### src/rtl/order_arbiter_if.sv
// -----------------------------------------------------------------------------
// order_arbiter_if
// Groups the order-source request bus and the engine-facing price bus shared
// by the order arbiter and whatever drives / consumes it.
//
//   req_valid  [NUM_SRC]          per-source order pending
//   req_buy    [NUM_SRC*PRICE_W]  packed buy prices, source i at [i*PRICE_W +: PRICE_W]
//   req_sell   [NUM_SRC*PRICE_W]  packed sell prices, same packing
//   req_ready  [NUM_SRC]          one-hot, one-cycle accept pulse
//   out_buy    [PRICE_W]          buy price presented to the matching engine
//   out_sell   [PRICE_W]          sell price presented to the matching engine
//   out_valid                     one-cycle pulse when a new pair is presented
//   out_src    [3]                source index owning out_buy/out_sell
//
// Modports: master = order sources / engine side, slave = arbiter.
// -----------------------------------------------------------------------------
interface order_arbiter_if #(
    parameter int NUM_SRC = 4,
    parameter int PRICE_W = 8
);
    logic [NUM_SRC-1:0]         req_valid;
    logic [NUM_SRC*PRICE_W-1:0] req_buy;
    logic [NUM_SRC*PRICE_W-1:0] req_sell;
    logic [NUM_SRC-1:0]         req_ready;
    logic [PRICE_W-1:0]         out_buy;
    logic [PRICE_W-1:0]         out_sell;
    logic                       out_valid;
    logic [2:0]                 out_src;

    modport master (
        output req_valid, req_buy, req_sell,
        input  req_ready, out_buy, out_sell, out_valid, out_src
    );

    modport slave (
        input  req_valid, req_buy, req_sell,
        output req_ready, out_buy, out_sell, out_valid, out_src
    );
endinterface

### src/rtl/order_arbiter.sv
// -----------------------------------------------------------------------------
// order_arbiter
// Round-robin scheduler sharing one matching engine between NUM_SRC order
// sources. Each transaction takes one buy/sell pair from the granted source,
// presents it to the engine, samples the engine's match flag one cycle later
// and attributes any fill to the source. A configurable idle gap follows each
// transaction, and no new grant is made while the trade counter asserts halt.
//
// Ports:
//   clk_50       system clock
//   reset_n      asynchronous active-low reset
//   bus          order_arbiter_if.slave (request bus + engine price bus)
//   halt         halt request from the trade counter
//   match_in     engine match flag, sampled in WAIT
//   fill_valid   one-cycle pulse when a match is attributed
//   fill_src     source index owning the fill
//   issue_count  issued transactions, saturating at 255
//   arb_state    FSM state (IDLE=0 ISSUE=1 WAIT=2 GAP=3 HALTED=4)
//
// Optional feature, macro ORDER_ARB_PRIORITY_EN: source 0 wins every grant it
// requests, except that after 4 consecutive source-0 grants with another source
// pending, one round-robin grant with source 0 masked is forced. rr_ptr then
// advances only on round-robin grants.
// -----------------------------------------------------------------------------
module order_arbiter #(
    parameter int NUM_SRC    = 4,
    parameter int PRICE_W    = 8,
    parameter int GAP_CYCLES = 2
) (
    input  logic                clk_50,
    input  logic                reset_n,
    order_arbiter_if.slave      bus,
    input  logic                halt,
    input  logic                match_in,
    output logic                fill_valid,
    output logic [2:0]          fill_src,
    output logic [7:0]          issue_count,
    output logic [2:0]          arb_state
);

    typedef enum logic [2:0] {
        ST_IDLE   = 3'd0,
        ST_ISSUE  = 3'd1,
        ST_WAIT   = 3'd2,
        ST_GAP    = 3'd3,
        ST_HALTED = 3'd4
    } state_t;

    localparam int GAP_W = (GAP_CYCLES > 1) ? $clog2(GAP_CYCLES) : 1;

    state_t           state;
    logic [2:0]       rr_ptr;
    logic [GAP_W-1:0] gap_cnt;

    // Round-robin scan works on a fixed 8-bit view so a 3-bit index always fits.
    logic [7:0]       scan_vec;
    logic [2:0]       grant;
    logic             grant_found;

`ifdef ORDER_ARB_PRIORITY_EN
    logic [2:0]       prio_cnt;     // consecutive source-0 grants, saturates at 4
    logic             prio_grant;
    logic             starve_guard;
    logic             rr_upd;       // current transaction came from the round-robin scan
`endif

    // NOTE: every variable gets a default at the top of the always_comb so no
    // path leaves it unassigned, which would otherwise infer a latch.
    always_comb begin
        scan_vec    = 8'(bus.req_valid);
        grant       = '0;
        grant_found = 1'b0;
`ifdef ORDER_ARB_PRIORITY_EN
        starve_guard = (prio_cnt == 3'd4) && (|bus.req_valid[NUM_SRC-1:1]);
        prio_grant   = bus.req_valid[0] && !starve_guard;
        if (starve_guard) scan_vec[0] = 1'b0;
`endif
        // Descending offset so the smallest offset from rr_ptr is the last,
        // and therefore winning, assignment.
        for (int i = NUM_SRC - 1; i >= 0; i--) begin
            if (scan_vec[3'((int'(rr_ptr) + i) % NUM_SRC)]) begin
                grant       = 3'((int'(rr_ptr) + i) % NUM_SRC);
                grant_found = 1'b1;
            end
        end
`ifdef ORDER_ARB_PRIORITY_EN
        if (prio_grant) begin
            grant       = '0;
            grant_found = 1'b1;
        end
`endif
    end

    // NOTE: sequential state uses non-blocking assignments only, so every
    // register samples the pre-edge values regardless of statement order.
    always_ff @(posedge clk_50 or negedge reset_n) begin
        if (!reset_n) begin
            state         <= ST_IDLE;
            rr_ptr        <= '0;
            gap_cnt       <= '0;
            bus.out_buy   <= '0;
            bus.out_sell  <= '0;
            bus.out_src   <= '0;
            bus.out_valid <= 1'b0;
            bus.req_ready <= '0;
            fill_valid    <= 1'b0;
            fill_src      <= '0;
            issue_count   <= '0;
`ifdef ORDER_ARB_PRIORITY_EN
            prio_cnt      <= '0;
            rr_upd        <= 1'b0;
`endif
        end else begin
            // Pulse outputs default low; a state sets them for exactly one cycle.
            bus.out_valid <= 1'b0;
            bus.req_ready <= '0;
            fill_valid    <= 1'b0;

            case (state)
                ST_IDLE: begin
                    if (halt) begin
                        state <= ST_HALTED;
                    end else if (grant_found) begin
                        bus.out_buy   <= bus.req_buy[int'(grant)*PRICE_W +: PRICE_W];
                        bus.out_sell  <= bus.req_sell[int'(grant)*PRICE_W +: PRICE_W];
                        bus.out_src   <= grant;
                        // Registered here so both pulses are high during ISSUE.
                        bus.out_valid <= 1'b1;
                        bus.req_ready <= NUM_SRC'(8'd1 << grant);
                        state         <= ST_ISSUE;
`ifdef ORDER_ARB_PRIORITY_EN
                        rr_upd <= !prio_grant;
                        if (prio_grant)
                            prio_cnt <= (prio_cnt == 3'd4) ? 3'd4 : prio_cnt + 3'd1;
                        else
                            prio_cnt <= '0;
`endif
                    end
                end

                ST_ISSUE: begin
`ifdef ORDER_ARB_PRIORITY_EN
                    if (rr_upd)
                        rr_ptr <= 3'((int'(bus.out_src) + 1) % NUM_SRC);
`else
                    rr_ptr <= 3'((int'(bus.out_src) + 1) % NUM_SRC);
`endif
                    if (issue_count != 8'hFF) issue_count <= issue_count + 8'd1;
                    state <= ST_WAIT;
                end

                ST_WAIT: begin
                    if (match_in) begin
                        fill_valid <= 1'b1;
                        fill_src   <= bus.out_src;
                    end
                    gap_cnt <= '0;
                    if (GAP_CYCLES > 0) state <= ST_GAP;
                    else                state <= halt ? ST_HALTED : ST_IDLE;
                end

                ST_GAP: begin
                    if (gap_cnt == GAP_W'(GAP_CYCLES - 1)) begin
                        gap_cnt <= '0;
                        state   <= halt ? ST_HALTED : ST_IDLE;
                    end else begin
                        gap_cnt <= gap_cnt + 1'b1;
                    end
                end

                ST_HALTED: begin
                    if (!halt) state <= ST_IDLE;
                end

                default: state <= ST_IDLE;
            endcase
        end
    end

    assign arb_state = state;

endmodule

### src/flat_wrapper.sv
// flat-port wrapper written by rule: the top's interface ports become plain ports
module order_arbiter_flat 
#(
    parameter int NUM_SRC    = 4,
    parameter int PRICE_W    = 8,
    parameter int GAP_CYCLES = 2
)
  (clk_50, reset_n, halt, match_in, fill_valid, fill_src, issue_count, arb_state, bus_req_valid, bus_req_buy, bus_req_sell, bus_req_ready, bus_out_buy, bus_out_sell, bus_out_valid, bus_out_src);
  order_arbiter_if #(.NUM_SRC(NUM_SRC), .PRICE_W(PRICE_W)) bus_i ();
  input  logic clk_50;
  input  logic reset_n;
  input  logic halt;
  input  logic match_in;
  output logic fill_valid;
  output logic [2:0] fill_src;
  output logic [7:0] issue_count;
  output logic [2:0] arb_state;
  input wire logic [$bits(bus_i.req_valid)-1:0] bus_req_valid;
  input wire logic [$bits(bus_i.req_buy)-1:0] bus_req_buy;
  input wire logic [$bits(bus_i.req_sell)-1:0] bus_req_sell;
  output wire logic [$bits(bus_i.req_ready)-1:0] bus_req_ready;
  output wire logic [$bits(bus_i.out_buy)-1:0] bus_out_buy;
  output wire logic [$bits(bus_i.out_sell)-1:0] bus_out_sell;
  output wire logic [$bits(bus_i.out_valid)-1:0] bus_out_valid;
  output wire logic [$bits(bus_i.out_src)-1:0] bus_out_src;
  assign bus_i.req_valid = bus_req_valid;
  assign bus_i.req_buy = bus_req_buy;
  assign bus_i.req_sell = bus_req_sell;
  assign bus_req_ready = bus_i.req_ready;
  assign bus_out_buy = bus_i.out_buy;
  assign bus_out_sell = bus_i.out_sell;
  assign bus_out_valid = bus_i.out_valid;
  assign bus_out_src = bus_i.out_src;
  order_arbiter #(.NUM_SRC(NUM_SRC), .PRICE_W(PRICE_W), .GAP_CYCLES(GAP_CYCLES)) u_core (.clk_50(clk_50), .reset_n(reset_n), .bus(bus_i), .halt(halt), .match_in(match_in), .fill_valid(fill_valid), .fill_src(fill_src), .issue_count(issue_count), .arb_state(arb_state));
endmodule
### config.mk
export PLATFORM = sky130hd
export DESIGN_NAME = order_arbiter_flat
export DESIGN_NICKNAME = d
export VERILOG_FILES = /design/src/rtl/order_arbiter_if.sv /design/src/rtl/order_arbiter.sv /design/src/flat_wrapper.sv
export SDC_FILE = /design/constraint.sdc
export NUM_CORES = 1
export LEC_CHECK = 0
export ABC_AREA = 1
export CAP_MARGIN = 30
export CORE_MARGIN = 8
export CORE_UTILIZATION = 46
export CTS_CLUSTER_SIZE = 12
export DETAILED_ROUTE_END_ITERATION = 6
export PLACE_DENSITY = 0.87
export SYNTH_ARGS = -nofsm -noshare
export SYNTH_HDL_FRONTEND = slang
export SYNTH_SLANG_ARGS = --single-unit
### constraint.sdc
create_clock -name clk_50 -period 4.4 [get_ports clk_50]
set_input_delay 0.88 -clock clk_50 [delete_from_list [all_inputs] [get_ports clk_50]]
set_output_delay 0.88 -clock clk_50 [all_outputs]
set_load 0.01 [all_outputs]
==> flow_metrics.tcl, run 1 <==
set metrics [dict create \
    path_max_fanout 35 \
    detail_route.vias_per_cell 4.79 \
    relSlewSlack 0.430 \
    fmaxAchievable_ghz 0.321 \
    drt-pass1-iter-count 4 \
    io_buffers 108 \
    ys_seq_area_frac 0.385 \
    route.vias.total 2748 \
    drtAntennaViolNets 0 \
    worstHoldPathType "reg2reg" \
    design.final.nets 574 \
    grt_setup_unrepaired "no" \
    post-route-util 0.689 \
    die_width_microns 91.2 \
    postSynth.asyncResetShare 1.00 \
    worst_path_largest_cell_delay_ns 0.55 \
    cts.repair.resized 0 \
    synth_area_sq_mm 0.00260 \
    cellLeakagePower_nw 2.04 \
    finalWorstPathRequiredPeriod_ns 3.12 \
    ys_dominant_reg_cell "sky130_fd_sc_hd__dfrtp_1" \
    finalSetupViolations 0 \
    clock_tree_root_driver_cell "sky130_fd_sc_hd__clkbuf_8" \
    area_delta_synth_final_pct 44.9 \
    grtUsageTotal 0.178 \
    cpMaxStageDelayCell "sky130_fd_sc_hd__nand2_4" \
    share_of_the_synthesized_area_in_the_top_cell_type 0.385 \
    cp.buffers_inverters 2 \
    total_power_w 0.00251 \
    die_height_microns 91.2 \
    worst-r2r-cell-count 13 \
    synth_seq_cells 40 \
    cp-start-kind "input pin" \
    cts-htree-levels 2 \
    tritoncts "yes" \
    cts.repair_timing.setup_buffer_count 0 \
    grt_first_pass_wirelength_microns 12400 \
    antenna_violations_before_repair 0 \
    share_of_the_clock_period_used_by_the_worst_path_after_layout 0.708 \
    crit_type "in2reg" \
    internal_power_w 0.00132 \
    run_status "finished, final reports clean" \
    setup_total_negative_slack_ns 0 \
    initial_core_util 0.476 \
    synth_edf_count 0 \
    gr_ovfl_total 0 \
    first_global_vias 2783 \
    pins_over_their_slew_limit 0 \
    synth-warning-count 0 \
    dp.final_hpwl_microns 5700 \
    hold-path-cell-count 2 \
    synth_commonest_cells "sky130_fd_sc_hd__nand2_1, sky130_fd_sc_hd__inv_1, sky130_fd_sc_hd__nand3_1" \
    power.switching_w 0.00118 \
    io-pin-count 111 \
    wl_per_cell_microns 12.7 \
    max-cap-violations 0 \
    min_from "u_core.bus.out_sell[1]" \
    power.share.sequential 0.254 \
    clock_power_share 0.117 \
    globalplace.congestion 0.926 \
    combPwrFrac 0.629 \
    r2r-start "u_core.rr_ptr[0]" \
    timing.clock.skew_ns 0.00338 \
    postRouteWirelength_microns 7310 \
    r2r_setup_slack_ns 1.65 \
    max_slew.worst_pin.slew_ns 0.855 \
    synth_cell_type_count 24 \
    vdd_ir_drop_max_mv 0.337 \
    end_kind "register" \
    yosys-top-cells-area "sky130_fd_sc_hd__dfrtp_1, sky130_fd_sc_hd__nand2_1, sky130_fd_sc_hd__nand3_1" \
    end_of_the_worst_register_to_register_path "u_core.bus.out_buy[4]" \
    drive_above_1_share 0.0279 \
    synth.most_common_cell "sky130_fd_sc_hd__nand2_1" \
    cts_max_path_buffers 2 \
    critical_path.cell_chain "clkdlybuf4s50_1 -> inv_1 -> o21ai_1 -> nor2_1 -> nor2_1 -> nand3_2 -> nand2_4 -> nand2_1 -> nand3_1 -> nand2_1 -> nand2_1 -> nand2_1" \
    hold-worst-slack_ns 0.483 \
    crit_top_cell "sky130_fd_sc_hd__nand2_1" \
    layout.cells.non_filler 574 \
    antenna-diode-count 0 \
    fp.dieArea_sq_mm 0.00832 \
    swShare 0.472 \
    postSynthCellCount 402 \
    insertion_delay_ns 0.29 \
    remaining_drc_errors 0 \
    initial_drt_markers 219 \
    std_cell_rows 27 \
    cts-buffers-inserted 5 \
    timing.hold.worst_endpoint "u_core.bus.out_sell[1]" \
    worst_path_required_time_ns 4.58 \
    power_density_mw_per_mm2 665 \
    hold_violations 0 \
    post-place-cells 566 \
    fillerInstances 477 \
    core_area_sq_mm 0.00547 \
    postCtsHoldBufs 0 \
    grt_start_max_net_pins 41 \
    clk_pin_slew_ns 0.07 \
    synth_top_area_cell "sky130_fd_sc_hd__dfrtp_1" \
    cts_sinks 40 \
    critPathArrivalTime_ns 3.30 \
    critical-path-top-delay-family "simple AND/OR/NAND/NOR gates" \
    synth_area_per_cell_sq_um 6.47 \
]
[registers in the layout, summed over array words and instances (netlist names)]
name and count:
u_core.bus.out_buy 8, u_core.bus.req_ready 4, u_core.rr_ptr 2, u_core.bus.out_src 2
u_core.fill_src 2, u_core.arb_state 3, u_core.bus.out_sell 8, u_core.bus.out_valid 1
u_core.gap_cnt 1, u_core.fill_valid 1, u_core.issue_count 8
[layer usage]
layer / part of all wire / track usage / routed length, microns
met1: 0.40 / 0.197 / 2920
met2: 0.49 / 0.311 / 3610
met3: 0.086 / 0.0601 / 632
met4: 0.020 / 0.0587 / 148
met5: 0 / 0 / 0
[worst reg2reg max path: cells and delay by family (launching register included)]
| kind | cells | cell delay, ns |
|---|---|---|
| AND/OR/NAND/NOR | 11 | 1.82 |
| flip-flops | 1 | 0.59 |
| buffers and inverters | 2 | 0.24 |
[worst max path at each step]
stage / start / to / slack [ns] / cells past startpoint
2_1_floorplan: bus_req_valid[2] / u_core.bus.out_sell[4] / 2.35 / 14
3_3_place_gp: bus_req_valid[1] / u_core.bus.out_buy[6] / 1.13 / 12
3_5_place_dp: bus_req_valid[1] / u_core.bus.out_buy[4] / 0.97 / 12
4_1_cts: bus_req_valid[1] / u_core.bus.out_buy[4] / 1.28 / 12
5_1_grt: bus_req_valid[1] / u_core.bus.out_buy[7] / 1.03 / 12
6_report: bus_req_valid[1] / u_core.bus.out_buy[4] / 1.28 / 12
[cell families after synthesis]
kind of cell,Yosys count,share of synthesized area
other cells,1,0.00144
flops,40,0.385
simple gates,237,0.392
fa+ha+maj,1,0.00481
compound gates,15,0.0303
xor+xnor,7,0.0236
buf+inv,101,0.163
[area by class of cell]
type,count,area [sq um],share of cell area
multi-input combinational,262,1180,0.313
sequential,40,1000,0.266
clock buffer,6,72.6,0.0192
timing repair buffer,108,1080,0.285
inverter,84,315,0.0836
tap,72,90.1,0.0239
clock inverter,2,35.0,0.00929
[layout by cell type, fill, tap and decap left out]
master                            count
sky130_fd_sc_hd__a21oi_1              1
sky130_fd_sc_hd__buf_2                1
sky130_fd_sc_hd__bufinv_16            1
sky130_fd_sc_hd__clkbuf_1             1
sky130_fd_sc_hd__clkbuf_8             5
sky130_fd_sc_hd__clkdlybuf4s50_1    107
sky130_fd_sc_hd__clkinv_2             1
sky130_fd_sc_hd__conb_1               2
sky130_fd_sc_hd__dfrtp_1             40
sky130_fd_sc_hd__ha_1                 1
sky130_fd_sc_hd__inv_1               83
sky130_fd_sc_hd__inv_2                1
sky130_fd_sc_hd__nand2_1            137
sky130_fd_sc_hd__nand2_2              2
sky130_fd_sc_hd__nand2_4              1
sky130_fd_sc_hd__nand3_1             77
sky130_fd_sc_hd__nand3_2              1
sky130_fd_sc_hd__nand3b_1             1
sky130_fd_sc_hd__nand4_1              3
sky130_fd_sc_hd__nor2_1              12
sky130_fd_sc_hd__nor3_1               3
sky130_fd_sc_hd__o21ai_0             12
sky130_fd_sc_hd__o21ai_1              1
sky130_fd_sc_hd__o21ai_2              1
sky130_fd_sc_hd__xnor2_1              3
sky130_fd_sc_hd__xor2_1               4
[power by group through the flow]
stage | combinational, W | sequential [W] | clock, W
2_1_floorplan | 0.00106 | 0.000681 | 0
6_report | 0.00158 | 0.000638 | 0.000293
5_1_grt | 0.00179 | 0.000659 | 0.000319
3_5_place_dp | 0.00157 | 0.000644 | 0
4_1_cts | 0.00158 | 0.000638 | 0.000300
3_3_place_gp | 0.00152 | 0.000637 | 0
[per-stage QoR]
| stage | instance area [sq um] | worst slack (ns) |
|---|---|---|
| floorplan | 2610 | 2.35 |
| global placement | 3660 | 1.13 |
| detailed placement | 3660 | 0.971 |
| CTS | 3770 | 1.28 |
| global route | 3770 | 1.03 |
| finish | 3770 | 1.28 |
Note: power is estimated with default switching activity, not from simulation.
==> run 2, diff against run 1 <==
--- a/config.mk
+++ b/config.mk
@@ -8,10 +8,10 @@
 export ABC_AREA = 1
 export CAP_MARGIN = 30
 export CORE_MARGIN = 8
-export CORE_UTILIZATION = 46
+export CORE_UTILIZATION = 43
 export CTS_CLUSTER_SIZE = 12
 export DETAILED_ROUTE_END_ITERATION = 6
-export PLACE_DENSITY = 0.87
+export PLACE_DENSITY = 0.82
 export SYNTH_ARGS = -nofsm -noshare
 export SYNTH_HDL_FRONTEND = slang
 export SYNTH_SLANG_ARGS = --single-unit
==> constraint.sdc (replaced) <==
create_clock -name clk_50 -period 3 [get_ports clk_50]
set_input_delay 0.6 -clock clk_50 [delete_from_list [all_inputs] [get_ports clk_50]]
set_output_delay 0.6 -clock clk_50 [all_outputs]
set_load 0.01 [all_outputs]
==> run 2 against run 1 <==
  * Setup slack got worse by 0.82 ns
  * Total power increased by 51%
  * Clock skew about the same
  * Sequential power increased by 47%
  * Worst hold slack got worse by 0.044 ns
  * Die area increased by 5.7%
  * Via count increased by 2.3%
  * Critical path depth unchanged
  * Global-route usage decreased by 0.095 points
  * Cell area increased by 1.5%
  * Non-clock buffer count increased by 5
==> flow_metrics.tcl, run 2 (synthesis gave the netlist of run 1 again) <==
set metrics [dict create \
    run_status "finished, final reports clean" \
    insertion_delay_ns 0.29 \
    end_of_the_worst_register_to_register_path "u_core.bus.out_buy[2]" \
    critical-path-top-delay-family "simple AND/OR/NAND/NOR gates" \
    path_max_fanout 35 \
    std_cell_rows 28 \
    largestRegisters "u_core.bus.out_buy x8, u_core.bus.out_sell x8, u_core.issue_count x8" \
    detail_route.vias_per_cell 4.83 \
    core_area_sq_mm 0.00589 \
    post-route-util 0.650 \
    post-place-cells 574 \
    first_global_vias 2913 \
    postCtsHoldBufs 0 \
    fp.dieArea_sq_mm 0.00880 \
    worstHoldPathType "in2async" \
    r2r-start "u_core.rr_ptr[0]" \
    hold_violations 0 \
    setup_total_negative_slack_ns 0 \
    wl_met3_microns 533 \
    wl_per_cell_microns 13.1 \
    dp.final_hpwl_microns 5830 \
    die_height_microns 93.8 \
    worst-r2r-cell-count 13 \
    final_common_cell "sky130_fd_sc_hd__nand2_1" \
    cellLeakagePower_nw 2.07 \
    area_delta_synth_final_pct 47.1 \
    route.met2.wl_microns 3710 \
    cts_sinks 40 \
    initial_core_util 0.442 \
    relSlewSlack 0.391 \
    cts-htree-levels 2 \
    fmaxAchievable_ghz 0.394 \
    remaining_drc_errors 0 \
    postRouteWirelength_microns 7600 \
    tritoncts "yes" \
    cts-buffers-inserted 5 \
    route.vias.total 2811 \
    die_width_microns 93.8 \
    max-cap-violations 0 \
    dr.max_layer_used "met4" \
    cp.buffers_inverters 2 \
    antenna_violations_before_repair 0 \
    critical_path_depth 12 \
    worst_path_largest_cell_delay_ns 0.48 \
    crit_top_cell "sky130_fd_sc_hd__nand2_1" \
    finalWorstPathRequiredPeriod_ns 2.54 \
    grt_first_pass_wirelength_microns 12800 \
    grt_setup_unrepaired "no" \
    worst_slack_ns 0.463 \
    globalplace.congestion 0.866 \
    gr_ovfl_total 0 \
    cts.repair_timing.setup_buffer_count 0 \
    drtAntennaViolNets 0 \
    share_of_the_clock_period_used_by_the_worst_path_after_layout 0.846 \
    initial_drt_markers 116 \
    clock_tree_root_driver_cell "sky130_fd_sc_hd__clkbuf_8" \
    end_kind "register" \
    antenna-diode-count 0 \
    pins_over_their_slew_limit 0 \
    layout.cells.non_filler 582 \
    max_slew.worst_pin.slew_ns 0.913 \
    vdd_ir_drop_max_mv 0.537 \
    crit_type "in2reg" \
    layout_common_cells "sky130_fd_sc_hd__nand2_1, sky130_fd_sc_hd__clkdlybuf4s50_1, sky130_fd_sc_hd__inv_1" \
    placement.setup.worst_slack_ns 0.188 \
    io-pin-count 111 \
    power_density_mw_per_mm2 992 \
    worst_path_required_time_ns 3.19 \
    drive_above_1_share 0.0394 \
    grt_start_max_net_pins 41 \
    r2r_setup_slack_ns 0.52 \
    cts_max_path_buffers 2 \
    critPathLaunch "bus_req_valid[1]" \
    cpMaxStageDelayCell "sky130_fd_sc_hd__clkdlybuf4s50_1" \
    cts.repair.resized 0 \
    grtUsageTotal 0.177 \
    timing.clock.skew_ns 0.00361 \
    hold-worst-slack_ns 0.439 \
    io_buffers 108 \
    critical_path.cell_chain "clkdlybuf4s50_1 -> inv_1 -> o21ai_1 -> nor2_1 -> nor2_1 -> nand3_2 -> nand2_4 -> nand2_1 -> nand3_1 -> nand2_1 -> nand2_1 -> nand2_1" \
    design.final.nets 579 \
    critPathArrivalTime_ns 2.73 \
    cp-start-kind "input pin" \
    m1WireLength_microns 3210 \
    drt-pass1-iter-count 4 \
    clk_pin_slew_ns 0.08 \
    finalSetupViolations 0 \
]
run 2: cell types whose count changed in the layout (fill, tap and decap cells not counted), sizes merged:
cell,before,now
buf,1,6
clkinvlp,0,1
clkbuf,6,5
run 2: cell type report:
type / count / area (sq um)
inverters: 84 / 315
repair buffers: 113 / 1130
multi-input cells: 262 / 1180
clock inverters: 3 / 42.5
flip-flops and latches: 40 / 1000
well taps: 75 / 93.8
fillers: 531 / 2060
clock buffers: 5 / 68.8
run 2: how the worst max path moves through the flow:
stage | to | slack (ns)
global placement | u_core.bus.out_sell[1] | 0.28
global route | u_core.bus.out_sell[4] | 0.19
detailed placement | u_core.bus.out_buy[3] | 0.19
finish | u_core.bus.out_buy[2] | 0.46
floorplan | u_core.bus.out_sell[4] | 1.23
CTS | u_core.bus.out_buy[4] | 0.49
run 2: where the power goes:
group          internal, W  leakage, nW  switching [W]  total, W
combinational      0.00100         1.50        0.00141   0.00242
sequential        0.000758        0.515       0.000179  0.000937
clock             0.000246       0.0541       0.000196  0.000442
total              0.00201         2.07        0.00179   0.00379
run 2: per-stage QoR:
| step | total power, W | cell area, sq um |
|---|---|---|
| finish | 0.00379 | 3830 |
| global route | 0.00418 | 3830 |
| CTS | 0.00381 | 3830 |
| detailed placement | 0.00336 | 3720 |
| global placement | 0.00326 | 3720 |
| floorplan | 0.00256 | 2610 |
run 2: metal layers:
metal,global-route usage,up-vias
li1,-,1423
met1,0.194,1279
met2,0.317,96
met3,0.0456,13
met4,0.0661,0
met5,0,-
